`config.mk`:
```
export PLATFORM = sky130hd
export DESIGN_NAME = data_memory_arbiter
export DESIGN_NICKNAME = d
export VERILOG_FILES = /design/src/rtl/data_memory_arbiter.sv
export SDC_FILE = /design/constraint.sdc
export NUM_CORES = 1
export LEC_CHECK = 0
export BUFFER_PORTS_ARGS = -buffer_cell sky130_fd_sc_hd__buf_2
export CORE_MARGIN = 3
export CORE_UTILIZATION = 44
export DETAILED_ROUTE_END_ITERATION = 10
export GPL_TIMING_DRIVEN = 0
export HOLD_SLACK_MARGIN = 0.02
export PLACE_DENSITY_LB_ADDON = 0.05
export SYNTH_ARGS = -nofsm -noshare
export SYNTH_HDL_FRONTEND = slang
export SYNTH_SLANG_ARGS = --single-unit
```
`constraint.sdc`:
```
create_clock -name clock_in -period 1.8 [get_ports clock_in]
set_input_delay 0.18 -clock clock_in [delete_from_list [all_inputs] [get_ports clock_in]]
set_output_delay 0.18 -clock clock_in [all_outputs]
set_load 0.03 [all_outputs]
```
`src/rtl/data_memory_arbiter.sv`:
```
// Round-robin arbiter sharing one data memory between port A (CPU) and port B (debug).
// Optional address range check: define DATA_MEM_ARB_RANGE_CHECK_EN.
module data_memory_arbiter #(
    parameter int DATA_W        = 32,
    parameter int ADDR_W        = 32,
    parameter int DEPTH         = 16,
    parameter int ACCESS_CYCLES = 1
) (
    input  logic              clock_in,
    input  logic              reset,
    input  logic              a_req,
    input  logic              a_write,
    input  logic [ADDR_W-1:0] a_address,
    input  logic [DATA_W-1:0] a_write_data,
    output logic              a_ack,
    output logic [DATA_W-1:0] a_read_data,
    output logic              a_error,
    input  logic              b_req,
    input  logic              b_write,
    input  logic [ADDR_W-1:0] b_address,
    input  logic [DATA_W-1:0] b_write_data,
    output logic              b_ack,
    output logic [DATA_W-1:0] b_read_data,
    output logic              b_error,
    output logic [ADDR_W-1:0] mem_address,
    output logic [DATA_W-1:0] mem_write_data,
    output logic              mem_write,
    output logic              mem_read,
    input  logic [DATA_W-1:0] mem_read_data,
    output logic              busy,
    output logic              owner_b
);

    localparam logic [1:0] IDLE   = 2'd0;
    localparam logic [1:0] ACCESS = 2'd1;
    localparam logic [1:0] RESP   = 2'd2;

    localparam int CW = (ACCESS_CYCLES > 1) ? $clog2(ACCESS_CYCLES) : 1;
    localparam logic [CW-1:0] LAST = CW'(ACCESS_CYCLES - 1);

    if (ACCESS_CYCLES < 1 || DEPTH < 1) begin : gBadParams
        $error("ACCESS_CYCLES and DEPTH must be at least 1");
    end

    logic [1:0]        state;
    logic [CW-1:0]     count;
    logic              lastGrantB;
    logic              ownerB;
    logic              errFlag;
    logic [ADDR_W-1:0] latchedAddr;
    logic [DATA_W-1:0] latchedData;
    logic              latchedWrite;
    logic [DATA_W-1:0] aReadData;
    logic [DATA_W-1:0] bReadData;

    logic              grantB;
    logic              reqWrite;
    logic [ADDR_W-1:0] reqAddr;
    logic [DATA_W-1:0] reqData;
    logic              outOfRange;

    // On a tie the port that was not served last wins
    assign grantB   = b_req & (~a_req | ~lastGrantB);
    assign reqWrite = grantB ? b_write : a_write;
    assign reqAddr  = grantB ? b_address : a_address;
    assign reqData  = grantB ? b_write_data : a_write_data;

`ifdef DATA_MEM_ARB_RANGE_CHECK_EN
    assign outOfRange = reqAddr >= ADDR_W'(DEPTH);
`else
    assign outOfRange = 1'b0;
`endif

    always_ff @(posedge clock_in) begin
        if (reset) begin
            state        <= IDLE;
            count        <= '0;
            lastGrantB   <= 1'b1;
            ownerB       <= 1'b0;
            errFlag      <= 1'b0;
            latchedAddr  <= '0;
            latchedData  <= '0;
            latchedWrite <= 1'b0;
            aReadData    <= '0;
            bReadData    <= '0;
        end else begin
            unique case (state)
                IDLE: begin
                    if (a_req | b_req) begin
                        latchedAddr  <= reqAddr;
                        latchedData  <= reqData;
                        latchedWrite <= reqWrite;
                        ownerB       <= grantB;
                        errFlag      <= outOfRange;
                        count        <= '0;
                        if (outOfRange) begin
                            state <= RESP;
                            if (grantB) bReadData <= '0;
                            else        aReadData <= '0;
                        end else begin
                            state <= ACCESS;
                        end
                    end
                end
                ACCESS: begin
                    if (count == LAST) begin
                        state <= RESP;
                        if (!latchedWrite) begin
                            if (ownerB) bReadData <= mem_read_data;
                            else        aReadData <= mem_read_data;
                        end
                    end else begin
                        count <= count + 1'b1;
                    end
                end
                RESP: begin
                    lastGrantB <= ownerB;
                    state      <= IDLE;
                end
                default: state <= IDLE;
            endcase
        end
    end

    assign busy           = state != IDLE;
    assign owner_b        = ownerB;
    assign mem_address    = latchedAddr;
    assign mem_write_data = latchedData;
    assign mem_write      = (state == ACCESS) & latchedWrite;
    assign mem_read       = (state == ACCESS) & ~latchedWrite;
    assign a_ack          = (state == RESP) & ~ownerB;
    assign b_ack          = (state == RESP) & ownerB;
    assign a_error        = a_ack & errFlag;
    assign b_error        = b_ack & errFlag;
    assign a_read_data    = aReadData;
    assign b_read_data    = bReadData;

endmodule

```
==> impl_metrics.toml <==
[grt]
use_met1_pct = 31.00
grt_pass1_vias = 5650
globalRouteOverflowTotal = 0
grt_start_max_net_pins = 17
track_usage_pct = 25.97
antenna_found_initial = 0
use_met2_pct = 45.53
grt.busiest_layer = "met2"
gr-usage-met3_pct = 6.321
grt_first_pass_wirelength_um = 27780

[synthesis]
syn-cell-area_um2 = 5338
synth_xor_area_share_pct = 0
synthCells = 678
yosys.area_share.adder_pct = 0
synth_top_family_by_area = "compound AO/OA/AOI/OAI gates"
syn_avg_cell_area_um2 = 7.873
yosysSeqAreaShare_pct = 49.88
synth_compound_area_share_pct = 23.51
yosys.area_share.simple_pct = 20.14
synth_warnings = 0
synth.mux.area_fraction_pct = 0
synth-seq-cells = 133
synth_cell_types = 25

[floorplan]
die_x_um = 116.1
ios = 302
die_h_um = 116.1
rows = 39
dieArea_um2 = 13490
core-area_um2 = 11610
start_util_pct = 45.96

[worst_setup_path]
start_kind = "register"
r2r_cells = 6
crit_type = "reg2reg"
endpoint_kind = "register"
cp_data_required_time_ns = 2.07
arrival_ns = 1.86
reg2reg_to = "mem_address[5]$_SDFFE_PP0P_"
cp_max_fo = 10
reg2reg_from = "state[1]$_SDFFE_PP0P_"
r2r_slack_ns = 0.21

[sta]
hold_viol = 0
worst_pin_slew_ns = 0.5379
rsz0062_at_grt = "false"
fin_skew_ns = 0.005671
slew-limit-headroom_pct = 64.14
layout_setup_ws_ns = 0.2096
fin_crit_sh_pct = 88.36
setup_violations = 0
max_clock_freq_mhz = 628.8
post-route-min-period_ns = 1.590
tns_ns = 0
maxSlewViolCount = 0

[min_path]
hold_depth = 3
hold_end = "b_read_data[3]$_SDFFE_PP0P_"
hold_path.class = "in2reg"
min_from = "mem_read_data[3]"

[cts]
clk_pin_slew_ns = 0.06
post_cts_buffers = 0
cts_tree = "yes"
insertion_delay_ns = 0.41
clock_path_buffers = 2
cts_sinks = 133
cts_root_buf = "clkbuf_16"
tritoncts.num_buffers = 17
h-tree-depth = 4

[routing]
ant_nets = 0
vias = 6061
vias_per_cell = 5.172
finalWirelength_um = 18350
dr.pass1.iters = 7
drt_iter0_markers = 434
wl_per_cell_um = 15.66
drcViolationCount = 0

[final_layout]
fin_util_pct = 67.10
diodes = 0
syn_to_final_growth_pct = 45.99
fin_nets = 1182
final_layout_size_suffix_gt1_share_pct = 36.54

[power_and_ir_drop]
vdd_drop_max_mv = 0.5550
p_leak_uw = 0.003660
powerDensity_nw_per_um2 = 1084

[placement]
numPortBuffers = 298
dp_hpwl_um = 13590
dp_slack_ns = 0.1744
place.gp.congestion = 0.8604

[status]
status = "completed"

[run]
cap_violations = 0
[flip-flops by register name, summed over array words and instances (netlist names)]
signal          count
a_read_data        32
b_read_data        32
lastGrantB          1
latchedWrite        1
mem_address        32
mem_write_data     32
owner_b             1
state               2
[critical path, stage by stage, from the launching register on]
cell,delay [ns]
dfxtp_1,0.37
nor2_2,0.25
inv_2,0.07
nor2_1,0.13
buf_2,0.23
buf_2,0.27
a311oi_1,0.13
[what timing repair did]
item	in CTS	in global routing
endpoints found under the hold margin	27	0
gates resized for setup	0	0
hold buffers	20	0
[per-layer routing]
| metal | up-vias | routed length (µm) |
|---|---|---|
| li1 | 3005 | - |
| met3 | 32 | 1367 |
| met5 | - | 0 |
| met4 | 0 | 434 |
| met2 | 275 | 9253 |
| met1 | 2749 | 7292 |
[through the flow]
| stage | instances | cell area [µm²] | total power, µW | hold slack [ns] |
|---|---|---|---|---|
| floorplan | 679 | 5341 | 4450 | 0.3160 |
| CTS | 1172 | 7792 | 8482 | 0.02100 |
| global placement | 1120 | 7012 | 5076 | 0.4344 |
| detailed placement | 1120 | 7012 | 5084 | 0.4368 |
| global route | 1172 | 7792 | 8756 | 0.02438 |
| finish | 1172 | 7792 | 8445 | 0.02627 |
[synthesized netlist by cell type, drive strengths merged]
cell     instances  area [µm²]
dfxtp          133        2663
a21boi           1       11.26
a21bo            1       10.01
or2              1       6.260
a211o            1       8.760
conb             1       3.750
nor4bb           1       10.01
nor2             8       32.54
nand2b           2       12.51
inv              3       11.26
buf             43       240.2
nand2          259       972.2
o21ai            1       5.000
a311oi          65       569.3
nor3             1       5.000
nor4b            1       15.01
or4b             1       10.01
clkbuf          24       90.09
a21oi          130       650.6
nand4bb          1       11.26
[how the worst max path moves through the flow]
| stage | cells past startpoint | startpoint | end |
|---|---|---|---|
| 2_1_floorplan | 5 | owner_b$_SDFFE_PP0P_ | a_read_data[22]$_SDFFE_PP0P_ |
| 3_5_place_dp | 4 | reset | a_read_data[1]$_SDFFE_PP0P_ |
| 6_report | 6 | state[1]$_SDFFE_PP0P_ | mem_address[5]$_SDFFE_PP0P_ |
| 5_1_grt | 6 | state[1]$_SDFFE_PP0P_ | mem_write_data[17]$_SDFFE_PP0P_ |
| 4_1_cts | 6 | state[1]$_SDFFE_PP0P_ | mem_address[5]$_SDFFE_PP0P_ |
| 3_3_place_gp | 4 | reset | b_read_data[24]$_SDFFE_PP0P_ |
[layout by cell type, fill, tap and decap left out, drive strengths merged, types with 6 or more instances in the layout]
cell type and n:
a21oi 130, a311oi 65, buf 341, clkbuf 41, clkinvlp 6, dfxtp 133
dlygate4sd3 20, inv 7, nand2 259, nor2 8
[layout make-up]
cell class                 instances  area (µm²)
timing repair buffer             318        1692
inverter                           3       11.26
tap                              143       178.9
multi-input combinational        476        2337
sequential                       133        2663
clock buffer                      17       425.4
fill                            1054        3821
buffer                            67       330.3
clock inverter                    15       155.1
[logic make-up (layout without fill, tap and decap cells)]
logic type,Yosys count,in the layout
AND/OR/NAND/NOR,275,275
buffers and inverters,70,420
flip-flops,133,133
AO/OA/AOI/OAI,199,199
other,1,2
[power by group]
part	switching, µW	internal [µW]	total [µW]
registers	127	3180	3310
clock network	1340	2050	3390
logic	1150	603	1750
Note: power is estimated with default switching activity, not from simulation.
